File: src/rtl/mem_port_arbiter_if.sv
// rtl/mem_port_arbiter_if.sv - requester, BIST and controller signal bundle around the host port arbiter
interface mem_port_arbiter_if #(
  parameter int AW = 16,
  parameter int DW = 8
);
  logic          r0_req;
  logic          r0_we;
  logic [AW-1:0] r0_addr;
  logic [DW-1:0] r0_wdata;
  logic          r0_gnt;
  logic          r0_rvalid;
  logic          r1_req;
  logic          r1_we;
  logic [AW-1:0] r1_addr;
  logic [DW-1:0] r1_wdata;
  logic          r1_gnt;
  logic          r1_rvalid;
  logic [DW-1:0] rdata;
  logic          bist_req;
  logic [2:0]    bist_mode_in;
  logic          bist_done;
  logic          bist_ok;
  logic [AW-1:0] addr;
  logic [DW-1:0] idata;
  logic          ce;
  logic          csb;
  logic          web;
  logic          oeb;
  logic          bist_en;
  logic [2:0]    bist_mode;
  logic [DW-1:0] odata;
  logic          bist_pass;

  modport master (
    input  r0_req, r0_we, r0_addr, r0_wdata,
    input  r1_req, r1_we, r1_addr, r1_wdata,
    input  bist_req, bist_mode_in, odata, bist_pass,
    output r0_gnt, r0_rvalid, r1_gnt, r1_rvalid, rdata,
    output bist_done, bist_ok,
    output addr, idata, ce, csb, web, oeb, bist_en, bist_mode
  );

  modport slave (
    output r0_req, r0_we, r0_addr, r0_wdata,
    output r1_req, r1_we, r1_addr, r1_wdata,
    output bist_req, bist_mode_in, odata, bist_pass,
    input  r0_gnt, r0_rvalid, r1_gnt, r1_rvalid, rdata,
    input  bist_done, bist_ok,
    input  addr, idata, ce, csb, web, oeb, bist_en, bist_mode
  );
endinterface

File: src/rtl/mem_port_arbiter.sv
// rtl/mem_port_arbiter.sv - shares the memory controller host port between R0/R1 and schedules BIST sessions
// MEMARB_FIXED_PRI_EN: when defined R0 always wins a tie; otherwise round-robin.
module mem_port_arbiter #(
  parameter int AW     = 16,
  parameter int DW     = 8,
  parameter int RD_LAT = 1
) (
  input logic               clk,
  input logic               rst,
  mem_port_arbiter_if.master bus
);
  localparam int CW = (RD_LAT > 1) ? $clog2(RD_LAT) : 1;

  typedef enum logic [1:0] {
    IDLE     = 2'd0,
    ACCESS   = 2'd1,
    RDWAIT   = 2'd2,
    BIST_RUN = 2'd3
  } state_t;

  state_t        state_q, state_d;
  logic          last_q, last_d;    // 1: R1 was granted most recently
  logic          owner_q, owner_d;  // requester owning the access in flight
  logic          we_q, we_d;
  logic [CW-1:0] cnt_q, cnt_d;

  logic          ce_q, ce_d, csb_q, csb_d, web_q, web_d, oeb_q, oeb_d;
  logic [AW-1:0] addr_q, addr_d;
  logic [DW-1:0] idata_q, idata_d, rdata_q, rdata_d;
  logic          gnt0_q, gnt0_d, gnt1_q, gnt1_d, rv0_q, rv0_d, rv1_q, rv1_d;
  logic          done_q, done_d, ok_q, ok_d, bist_en_q, bist_en_d;
  logic [2:0]    bist_mode_q, bist_mode_d;

  logic          pick_r1;
  logic          sel_we;
  logic [AW-1:0] sel_addr;
  logic [DW-1:0] sel_wdata;

  always_comb begin
    pick_r1 = bus.r1_req;
    if (bus.r0_req && bus.r1_req) begin
`ifdef MEMARB_FIXED_PRI_EN
      pick_r1 = 1'b0;
`else
      pick_r1 = ~last_q;
`endif
    end
    sel_we    = pick_r1 ? bus.r1_we    : bus.r0_we;
    sel_addr  = pick_r1 ? bus.r1_addr  : bus.r0_addr;
    sel_wdata = pick_r1 ? bus.r1_wdata : bus.r0_wdata;
  end

  always_comb begin
    state_d     = state_q;
    last_d      = last_q;
    owner_d     = owner_q;
    we_d        = we_q;
    cnt_d       = cnt_q;
    ce_d        = 1'b0;
    csb_d       = 1'b1;
    web_d       = 1'b1;
    oeb_d       = 1'b1;
    addr_d      = addr_q;
    idata_d     = idata_q;
    rdata_d     = rdata_q;
    gnt0_d      = 1'b0;
    gnt1_d      = 1'b0;
    rv0_d       = 1'b0;
    rv1_d       = 1'b0;
    done_d      = 1'b0;
    ok_d        = ok_q;
    bist_en_d   = 1'b0;
    bist_mode_d = 3'b000;

    case (state_q)
      IDLE: begin
        if (bus.bist_req) begin
          state_d     = BIST_RUN;
          bist_en_d   = 1'b1;
          bist_mode_d = bus.bist_mode_in;
        end else if (bus.r0_req || bus.r1_req) begin
          state_d = ACCESS;
          owner_d = pick_r1;
          last_d  = pick_r1;
          we_d    = sel_we;
          ce_d    = 1'b1;
          csb_d   = 1'b0;
          addr_d  = sel_addr;
          web_d   = ~sel_we;
          oeb_d   = sel_we;
          if (sel_we) begin
            idata_d = sel_wdata;
          end
          gnt0_d = ~pick_r1;
          gnt1_d = pick_r1;
        end
      end
      ACCESS: begin
        if (we_q) begin
          state_d = IDLE;
        end else begin
          state_d = RDWAIT;
          oeb_d   = 1'b0;
          cnt_d   = CW'(RD_LAT - 1);
        end
      end
      RDWAIT: begin
        if (cnt_q == '0) begin
          // last wait cycle: ODATA is captured on this edge
          state_d = IDLE;
          rdata_d = bus.odata;
          rv0_d   = ~owner_q;
          rv1_d   = owner_q;
        end else begin
          cnt_d = cnt_q - CW'(1);
          oeb_d = 1'b0;
        end
      end
      BIST_RUN: begin
        if (bus.bist_req) begin
          bist_en_d   = 1'b1;
          bist_mode_d = bus.bist_mode_in;
        end else begin
          state_d = IDLE;
          done_d  = 1'b1;
          ok_d    = bus.bist_pass;
        end
      end
      default: state_d = IDLE;
    endcase
  end

  always_ff @(posedge clk) begin
    if (rst) begin
      state_q     <= IDLE;
      last_q      <= 1'b1;
      owner_q     <= 1'b0;
      we_q        <= 1'b0;
      cnt_q       <= '0;
      ce_q        <= 1'b0;
      csb_q       <= 1'b1;
      web_q       <= 1'b1;
      oeb_q       <= 1'b1;
      addr_q      <= '0;
      idata_q     <= '0;
      rdata_q     <= '0;
      gnt0_q      <= 1'b0;
      gnt1_q      <= 1'b0;
      rv0_q       <= 1'b0;
      rv1_q       <= 1'b0;
      done_q      <= 1'b0;
      ok_q        <= 1'b0;
      bist_en_q   <= 1'b0;
      bist_mode_q <= 3'b000;
    end else begin
      state_q     <= state_d;
      last_q      <= last_d;
      owner_q     <= owner_d;
      we_q        <= we_d;
      cnt_q       <= cnt_d;
      ce_q        <= ce_d;
      csb_q       <= csb_d;
      web_q       <= web_d;
      oeb_q       <= oeb_d;
      addr_q      <= addr_d;
      idata_q     <= idata_d;
      rdata_q     <= rdata_d;
      gnt0_q      <= gnt0_d;
      gnt1_q      <= gnt1_d;
      rv0_q       <= rv0_d;
      rv1_q       <= rv1_d;
      done_q      <= done_d;
      ok_q        <= ok_d;
      bist_en_q   <= bist_en_d;
      bist_mode_q <= bist_mode_d;
    end
  end

  assign bus.ce        = ce_q;
  assign bus.csb       = csb_q;
  assign bus.web       = web_q;
  assign bus.oeb       = oeb_q;
  assign bus.addr      = addr_q;
  assign bus.idata     = idata_q;
  assign bus.rdata     = rdata_q;
  assign bus.r0_gnt    = gnt0_q;
  assign bus.r1_gnt    = gnt1_q;
  assign bus.r0_rvalid = rv0_q;
  assign bus.r1_rvalid = rv1_q;
  assign bus.bist_done = done_q;
  assign bus.bist_ok   = ok_q;
  assign bus.bist_en   = bist_en_q;
  assign bus.bist_mode = bist_mode_q;
endmodule

File: src/flat_wrapper.sv
// flat-port wrapper written by rule: the top's interface ports become plain ports
module mem_port_arbiter_flat 
#(
  parameter int AW     = 16,
  parameter int DW     = 8,
  parameter int RD_LAT = 1
)
  (clk, rst, bus_r0_req, bus_r0_we, bus_r0_addr, bus_r0_wdata, bus_r1_req, bus_r1_we, bus_r1_addr, bus_r1_wdata, bus_bist_req, bus_bist_mode_in, bus_odata, bus_bist_pass, bus_r0_gnt, bus_r0_rvalid, bus_r1_gnt, bus_r1_rvalid, bus_rdata, bus_bist_done, bus_bist_ok, bus_addr, bus_idata, bus_ce, bus_csb, bus_web, bus_oeb, bus_bist_en, bus_bist_mode);
  mem_port_arbiter_if #(.AW(AW), .DW(DW)) bus_i ();
  input logic clk;
  input logic rst;
  input wire logic [$bits(bus_i.r0_req)-1:0] bus_r0_req;
  input wire logic [$bits(bus_i.r0_we)-1:0] bus_r0_we;
  input wire logic [$bits(bus_i.r0_addr)-1:0] bus_r0_addr;
  input wire logic [$bits(bus_i.r0_wdata)-1:0] bus_r0_wdata;
  input wire logic [$bits(bus_i.r1_req)-1:0] bus_r1_req;
  input wire logic [$bits(bus_i.r1_we)-1:0] bus_r1_we;
  input wire logic [$bits(bus_i.r1_addr)-1:0] bus_r1_addr;
  input wire logic [$bits(bus_i.r1_wdata)-1:0] bus_r1_wdata;
  input wire logic [$bits(bus_i.bist_req)-1:0] bus_bist_req;
  input wire logic [$bits(bus_i.bist_mode_in)-1:0] bus_bist_mode_in;
  input wire logic [$bits(bus_i.odata)-1:0] bus_odata;
  input wire logic [$bits(bus_i.bist_pass)-1:0] bus_bist_pass;
  output wire logic [$bits(bus_i.r0_gnt)-1:0] bus_r0_gnt;
  output wire logic [$bits(bus_i.r0_rvalid)-1:0] bus_r0_rvalid;
  output wire logic [$bits(bus_i.r1_gnt)-1:0] bus_r1_gnt;
  output wire logic [$bits(bus_i.r1_rvalid)-1:0] bus_r1_rvalid;
  output wire logic [$bits(bus_i.rdata)-1:0] bus_rdata;
  output wire logic [$bits(bus_i.bist_done)-1:0] bus_bist_done;
  output wire logic [$bits(bus_i.bist_ok)-1:0] bus_bist_ok;
  output wire logic [$bits(bus_i.addr)-1:0] bus_addr;
  output wire logic [$bits(bus_i.idata)-1:0] bus_idata;
  output wire logic [$bits(bus_i.ce)-1:0] bus_ce;
  output wire logic [$bits(bus_i.csb)-1:0] bus_csb;
  output wire logic [$bits(bus_i.web)-1:0] bus_web;
  output wire logic [$bits(bus_i.oeb)-1:0] bus_oeb;
  output wire logic [$bits(bus_i.bist_en)-1:0] bus_bist_en;
  output wire logic [$bits(bus_i.bist_mode)-1:0] bus_bist_mode;
  assign bus_i.r0_req = bus_r0_req;
  assign bus_i.r0_we = bus_r0_we;
  assign bus_i.r0_addr = bus_r0_addr;
  assign bus_i.r0_wdata = bus_r0_wdata;
  assign bus_i.r1_req = bus_r1_req;
  assign bus_i.r1_we = bus_r1_we;
  assign bus_i.r1_addr = bus_r1_addr;
  assign bus_i.r1_wdata = bus_r1_wdata;
  assign bus_i.bist_req = bus_bist_req;
  assign bus_i.bist_mode_in = bus_bist_mode_in;
  assign bus_i.odata = bus_odata;
  assign bus_i.bist_pass = bus_bist_pass;
  assign bus_r0_gnt = bus_i.r0_gnt;
  assign bus_r0_rvalid = bus_i.r0_rvalid;
  assign bus_r1_gnt = bus_i.r1_gnt;
  assign bus_r1_rvalid = bus_i.r1_rvalid;
  assign bus_rdata = bus_i.rdata;
  assign bus_bist_done = bus_i.bist_done;
  assign bus_bist_ok = bus_i.bist_ok;
  assign bus_addr = bus_i.addr;
  assign bus_idata = bus_i.idata;
  assign bus_ce = bus_i.ce;
  assign bus_csb = bus_i.csb;
  assign bus_web = bus_i.web;
  assign bus_oeb = bus_i.oeb;
  assign bus_bist_en = bus_i.bist_en;
  assign bus_bist_mode = bus_i.bist_mode;
  mem_port_arbiter #(.AW(AW), .DW(DW), .RD_LAT(RD_LAT)) u_core (.clk(clk), .rst(rst), .bus(bus_i));
endmodule
File: config.mk
export PLATFORM = sky130hd
export DESIGN_NAME = mem_port_arbiter_flat
export DESIGN_NICKNAME = d
export VERILOG_FILES = /design/src/rtl/mem_port_arbiter_if.sv /design/src/rtl/mem_port_arbiter.sv /design/src/flat_wrapper.sv
export SDC_FILE = /design/constraint.sdc
export NUM_CORES = 1
export LEC_CHECK = 0
export ABC_AREA = 1
export CAP_MARGIN = 25
export CORE_MARGIN = 3
export CORE_UTILIZATION = 35
export CTS_BUF_LIST = sky130_fd_sc_hd__clkbuf_2
export CTS_CLUSTER_DIAMETER = 30
export DETAILED_ROUTE_END_ITERATION = 10
export GPL_TIMING_DRIVEN = 0
export PLACE_DENSITY = 0.72
export SLEW_MARGIN = 20
export SYNTH_ARGS = -nofsm -noshare
export SYNTH_HDL_FRONTEND = slang
export SYNTH_SLANG_ARGS = --single-unit
export TNS_END_PERCENT = 5
File: constraint.sdc
create_clock -name clk -period 1.5 [get_ports clk]
set_input_delay 0.225 -clock clk [delete_from_list [all_inputs] [get_ports clk]]
set_output_delay 0.225 -clock clk [all_outputs]
set_load 0.03 [all_outputs]
After elaboration in Yosys (flattened, before gate mapping)
Index checks and enable logic that the tools add are counted.
{"block": "word_totals", "inputBits": 67, "wordCells": 78, "register_bits": 52, "output_inout_bits": 46}
{"block": "classes", "bitwise": 11, "add_sub_neg": 1, "n_mux": 22, "n_reduce_logical": 17, "n_eq_ne": 7}
{"op": "$mux 16", "count": 1}
{"op": "$mux 1", "count": 12}
{"op": "$not 1->1", "count": 11}
{"op": "$mux 2", "count": 5}
{"op": "$reduce_or 3->1", "count": 3}
{"op": "$mux 8", "count": 1}
{"op": "$pmux 2 s4", "count": 1}
{"op": "$ne 2x2->1 const B", "count": 3}
{"op": "$reduce_and 2->1", "count": 3}
{"op": "$reduce_and 3->1", "count": 2}
{"op": "$reduce_or 2->1", "count": 3}
{"op": "$eq 2x2->1 const B", "count": 2}
{"op": "$reduce_and 4->1", "count": 1}
{"op": "$reduce_or 4->1", "count": 1}
{"op": "$ne 3x2->1 const B", "count": 1}
{"op": "$pmux 1 s3", "count": 1}
{"op": "$eq 2x1->1 const B", "count": 1}
{"op": "$logic_not 2->1", "count": 1}
{"op": "$pmux 1 s2", "count": 1}
{"op": "$reduce_bool 2->1", "count": 1}
{"op": "$logic_and 1x1->1", "count": 1}
{"op": "$logic_or 1x1->1", "count": 1}
{"op": "$sub 1x1->1 const B", "count": 1}

Logic depth before layout (Yosys ltp)
{"block": "depth", "ltp_word": 6, "depth_mapped": 9}

Least setup slack after synthesis
No wires, ideal clock.
{"block": "synth_path", "kind": "flip-flop to flip-flop", "start": "reg u_core.state_q[0]", "end": "reg u_core.oeb_q (netlist: u_core.bus.oeb)", "setup_time_ps": 119, "n_path_buf": 2, "slack_ps": -5, "stages_incl_launch_ff": 8, "t_arrival_ps": 1386, "path_cell_list": "dfxtp_1 > inv_1 > ha_1 > buf_2 > or2_1 > clkbuf_1 > a211oi_1 > nand2_1"}
{"block": "synth_between", "elab_chain_len": 2, "word_cells_on_any_way": 4}
{"item": "start, declared", "line_no": "mem_port_arbiter.sv:21", "rtl": "state_t state_q, state_d;"}
{"item": "start signal, assigned", "line_no": "mem_port_arbiter.sv:156", "rtl": "state_q <= state_d;"}
{"item": "$eq 2x2->1, or another cell as far along", "line_no": "mem_port_arbiter.sv:75", "rtl": "case (state_q)"}
{"item": "$pmux 1 s3 *", "line_no": "mem_port_arbiter.sv:75"}
{"item": "end signal, assigned", "line_no": "mem_port_arbiter.sv:143", "rtl": "oeb_q <= 1'b1;"}
{"item": "end signal, assigned", "line_no": "mem_port_arbiter.sv:164", "rtl": "oeb_q <= oeb_d;"}
{"item": "end, declared", "line_no": "mem_port_arbiter.sv:27", "rtl": "logic ce_q, ce_d, csb_q, csb_d, web_q, web_d, oeb_q, oeb_d;"}
Mark *: on every way between the ends. The rest lies on a longest branch, timed or not.
A chain may end at the register's enable or synchronous reset.

Worst setup path in the final report
{"block": "layout_path", "start": "reg u_core.idata_q[6] (netlist: u_core.bus.idata[6])", "end": "out bus_idata[6]"}
{"item": "start, declared", "line_no": "mem_port_arbiter.sv:29", "rtl": "logic [DW-1:0] idata_q, idata_d, rdata_q, rdata_d;"}
{"item": "start signal, assigned", "line_no": "mem_port_arbiter.sv:166", "rtl": "idata_q <= idata_d;"}
{"item": "end, declared", "line_no": "flat_wrapper.sv:32", "rtl": "output wire logic [$bits(bus_i.idata)-1:0] bus_idata;"}
No word-level cell between the ends.

==> qor.yml <==
via_count: 2236
reg2regPathDepth: 9
finalHoldWorstSlack_ns: 0.298
dr.pass1.iters: 4
max_cap_violations: 0
grt_start_max_net_pins: 15
yosysWarnings: 0
dieHeight_um: 85.0
r2r_start: "u_core.state_q[0]"
gp_congestion: 0.781
drc: 0
min_period_over_period_pct: 95.5
synthTopCellsByArea: "dfxtp_1 (47%), nand2_1 (15%), nor2_1 (8.1%)"
path_depth: 1
area_delta_synth_final_pct: 58.0
cts_buffers: 5
timing_worst_setup_path_type: "register to primary output"
synth-edff-count: 0
syn_inst: 305
cts_tree: "yes"
cp-start-kind: "register"
synth.most_common_cell: "nand2_1"
core_area_mm2: 0.00599
crit_fanout: 2
layout-drive-gt1-share_pct: 11.0
dp_hpwl_um: 4510
ys_seq_area_share_pct: 46.8
synth_largest_area_cell: "dfxtp_1"
synth_area_mm2: 0.00218
end_kind: "primary output"
maxSlewHeadroom_pct: 77.6
fill_cells: 572
grt_pass1_vias: 2107
cpLargestDelayFamily: "buffers and inverters"
clockBufferDepth: 2
postCtsHoldBufs: 0
fin_skew_ns: 0.0174
p_leak_nw: 1.60
r2r-end: "u_core.bus.idata[1]"
p_per_area_mw_per_mm2: 1070
clock_latency_ns: 0.42
synth_top_area_share_pct: 46.8
async_reset_ff_share_pct: 0
ios: 113
ys_ff_latch: 51
ir_worst_vdd_v: 0.000611
drt_iter0_markers: 77
ys.flop_type: "dfxtp_1"
cp_cell_sequence: "dlygate4sd2_1"
port_buffers: 112
start_util_pct: 36.4
ant_nets: 0
grt_usage_pct: 16.1
setup_viol: 0
wire_per_inst_um: 11.5
grt-ovfl-total: 0
h-tree-depth: 2
hold_viol_final: 0
crit_path_start: "u_core.bus.idata[6]"
outcome: "finished, final reports clean"
slew_violations: 0
period_needed_ns: 1.43
path_buf_inv: 1
grt_pass1_wl_um: 9490
chipWidth_um: 85.0
r2r_slack_ns: 0.08
max_freq_mhz: 698
critPathMaxStageDelay_ns: 0.42
rows: 28
cts_root_buf: "clkbuf_2"
hold_class: "input port to register"
path_clk_slew_ns: 0.24
antenna_found_initial: 0
endpoint: "bus_idata[6]"
critPathArrivalTime_ns: 1.21
dieArea_mm2: 0.00722
wl_um: 5820
final_nets: 501
syn-num-nets: 378
antenna_cells: 0
worst_pin_slew_ns: 0.337
tns_ns: 0
clock-sinks: 51
synth.distinct_cells: 23
syn_avg_cell_area_um2: 7.15
avgViaCountPerCell: 4.44
worst_path_max_delay_cell: "dlygate4sd2_1"
ys_top_cells_by_count: "nand2_1 (86), dfxtp_1 (51), nor2_1 (47)"
rsz0062_at_grt: "yes"
crit_required_ns: 1.27
-- per-stage QoR --
stage	total power (W)	setup slack, ns	cell area (µm²)	util, %	std cells
finish	0.00367	0.0679	3450	57.5	504
global route	0.00392	-0.0480	3450	57.5	504
CTS	0.00360	-0.130	3390	56.5	500
detailed placement	0.00318	-0.220	3400	56.7	492
global placement	0.00316	-0.203	3400	56.7	492
floorplan	0.00253	0.0452	2180	-	305
-- cells in the final DEF (no fill, tap or decap) --
cell             netlist  final
o21ai_0               29     29
nand2_2                2      2
a211oi_2               0      1
ha_1                   6      5
dfxtp_1               51     49
nor2_4                 1      1
inv_4                  1      3
dfxtp_4                0      2
dlygate4sd2_1          0     19
nor2_1                47     46
clkdlybuf4s15_1        0     18
inv_2                  1      1
ha_4                   0      1
clkbuf_1               2      1
buf_6                  3      3
nor3_1                 1      1
clkinv_1               1      3
nand2_4                0      1
clkdlybuf4s50_1        0     66
nand3_4                1      1
buf_4                  2      9
inv_1                 30     28
or2_4                  0      1
nor2_2                 0      1
clkbuf_2               0     15
a21oi_1               18     18
o22ai_1                1      1
a21boi_1               0      1
nand3_1               12     12
nand2_1               86     85
buf_2                  7      5
-- metal layers --
metal / vias up / routed length (µm) / GRT usage, %
met2: 86 / 2640 / 26.6
met4: 0 / 78 / 4.60
met5: - / 0 / 0
met1: 949 / 2540 / 19.5
met3: 6 / 553 / 6.31
li1: 1195 / - / -
-- registers in the layout, summed over array words and instances (netlist names) --
register and cells:
u_core.bus.bist_done 1, u_core.bus.addr 16, u_core.bus.bist_en 1, u_core.owner_q 1, u_core.we_q 1, u_core.last_q 1, u_core.bus.csb 1, u_core.state_q 2
u_core.bus.r1_rvalid 1, u_core.bus.oeb 1, u_core.bus.idata 8, u_core.bus.ce 1, u_core.bus.rdata 8, u_core.bus.r0_rvalid 1, u_core.bus.web 1, u_core.bus.r0_gnt 1
u_core.bus.bist_mode 3, u_core.bus.r1_gnt 1, u_core.bus.bist_ok 1
-- kinds of logic after synthesis --
group	synth area share, %
adder cells (fa/ha/maj)	3.44
buffers and inverters	9.98
AND/OR/NAND/NOR	28.0
AO/OA/AOI/OAI	11.8
flip-flops	46.8
-- worst min path at each step --
| stage | from | endpoint | slack (ns) | cells after the start |
|---|---|---|---|---|
| final | bus_bist_mode_in[0] | u_core.bus.bist_mode[0] | 0.30 | 3 |
| after global routing | bus_bist_mode_in[2] | u_core.bus.bist_mode[2] | 0.27 | 3 |
| after CTS | bus_bist_mode_in[0] | u_core.bus.bist_mode[0] | 0.27 | 3 |
| after detailed placement | u_core.owner_q | u_core.bus.r0_rvalid | 0.41 | 1 |
| after global placement | u_core.owner_q | u_core.bus.r0_rvalid | 0.40 | 1 |
| after floorplan | rst | u_core.bus.bist_ok | 0.29 | 1 |
-- layout make-up --
cell class                 count  area (µm²)  share of cell area (%)
timing repair buffer         117        1090                    31.5
sequential                    51        1030                    29.8
multi-input combinational    207         973                    28.2
inverter                      33         131                    3.81
buffer                        13        95.1                    2.76
tap                           75        93.8                    2.72
clock buffer                   6        30.0                   0.871
clock inverter                 2        7.51                   0.218
-- where the power goes --
part           internal [W]  leakage [nW]  switching, W
clock              0.000112        0.0281      0.000413
combinational      0.000622          1.15      0.000877
sequential          0.00156         0.419     0.0000928
-- what timing repair did --
action                                  CTS  global route
resized for setup                        50            51
pin swaps                                 0             6
endpoints found under the setup margin   79            64
cloned                                    0             1
buffers inserted                          0             4
Power figures use the tool's default switching activity.
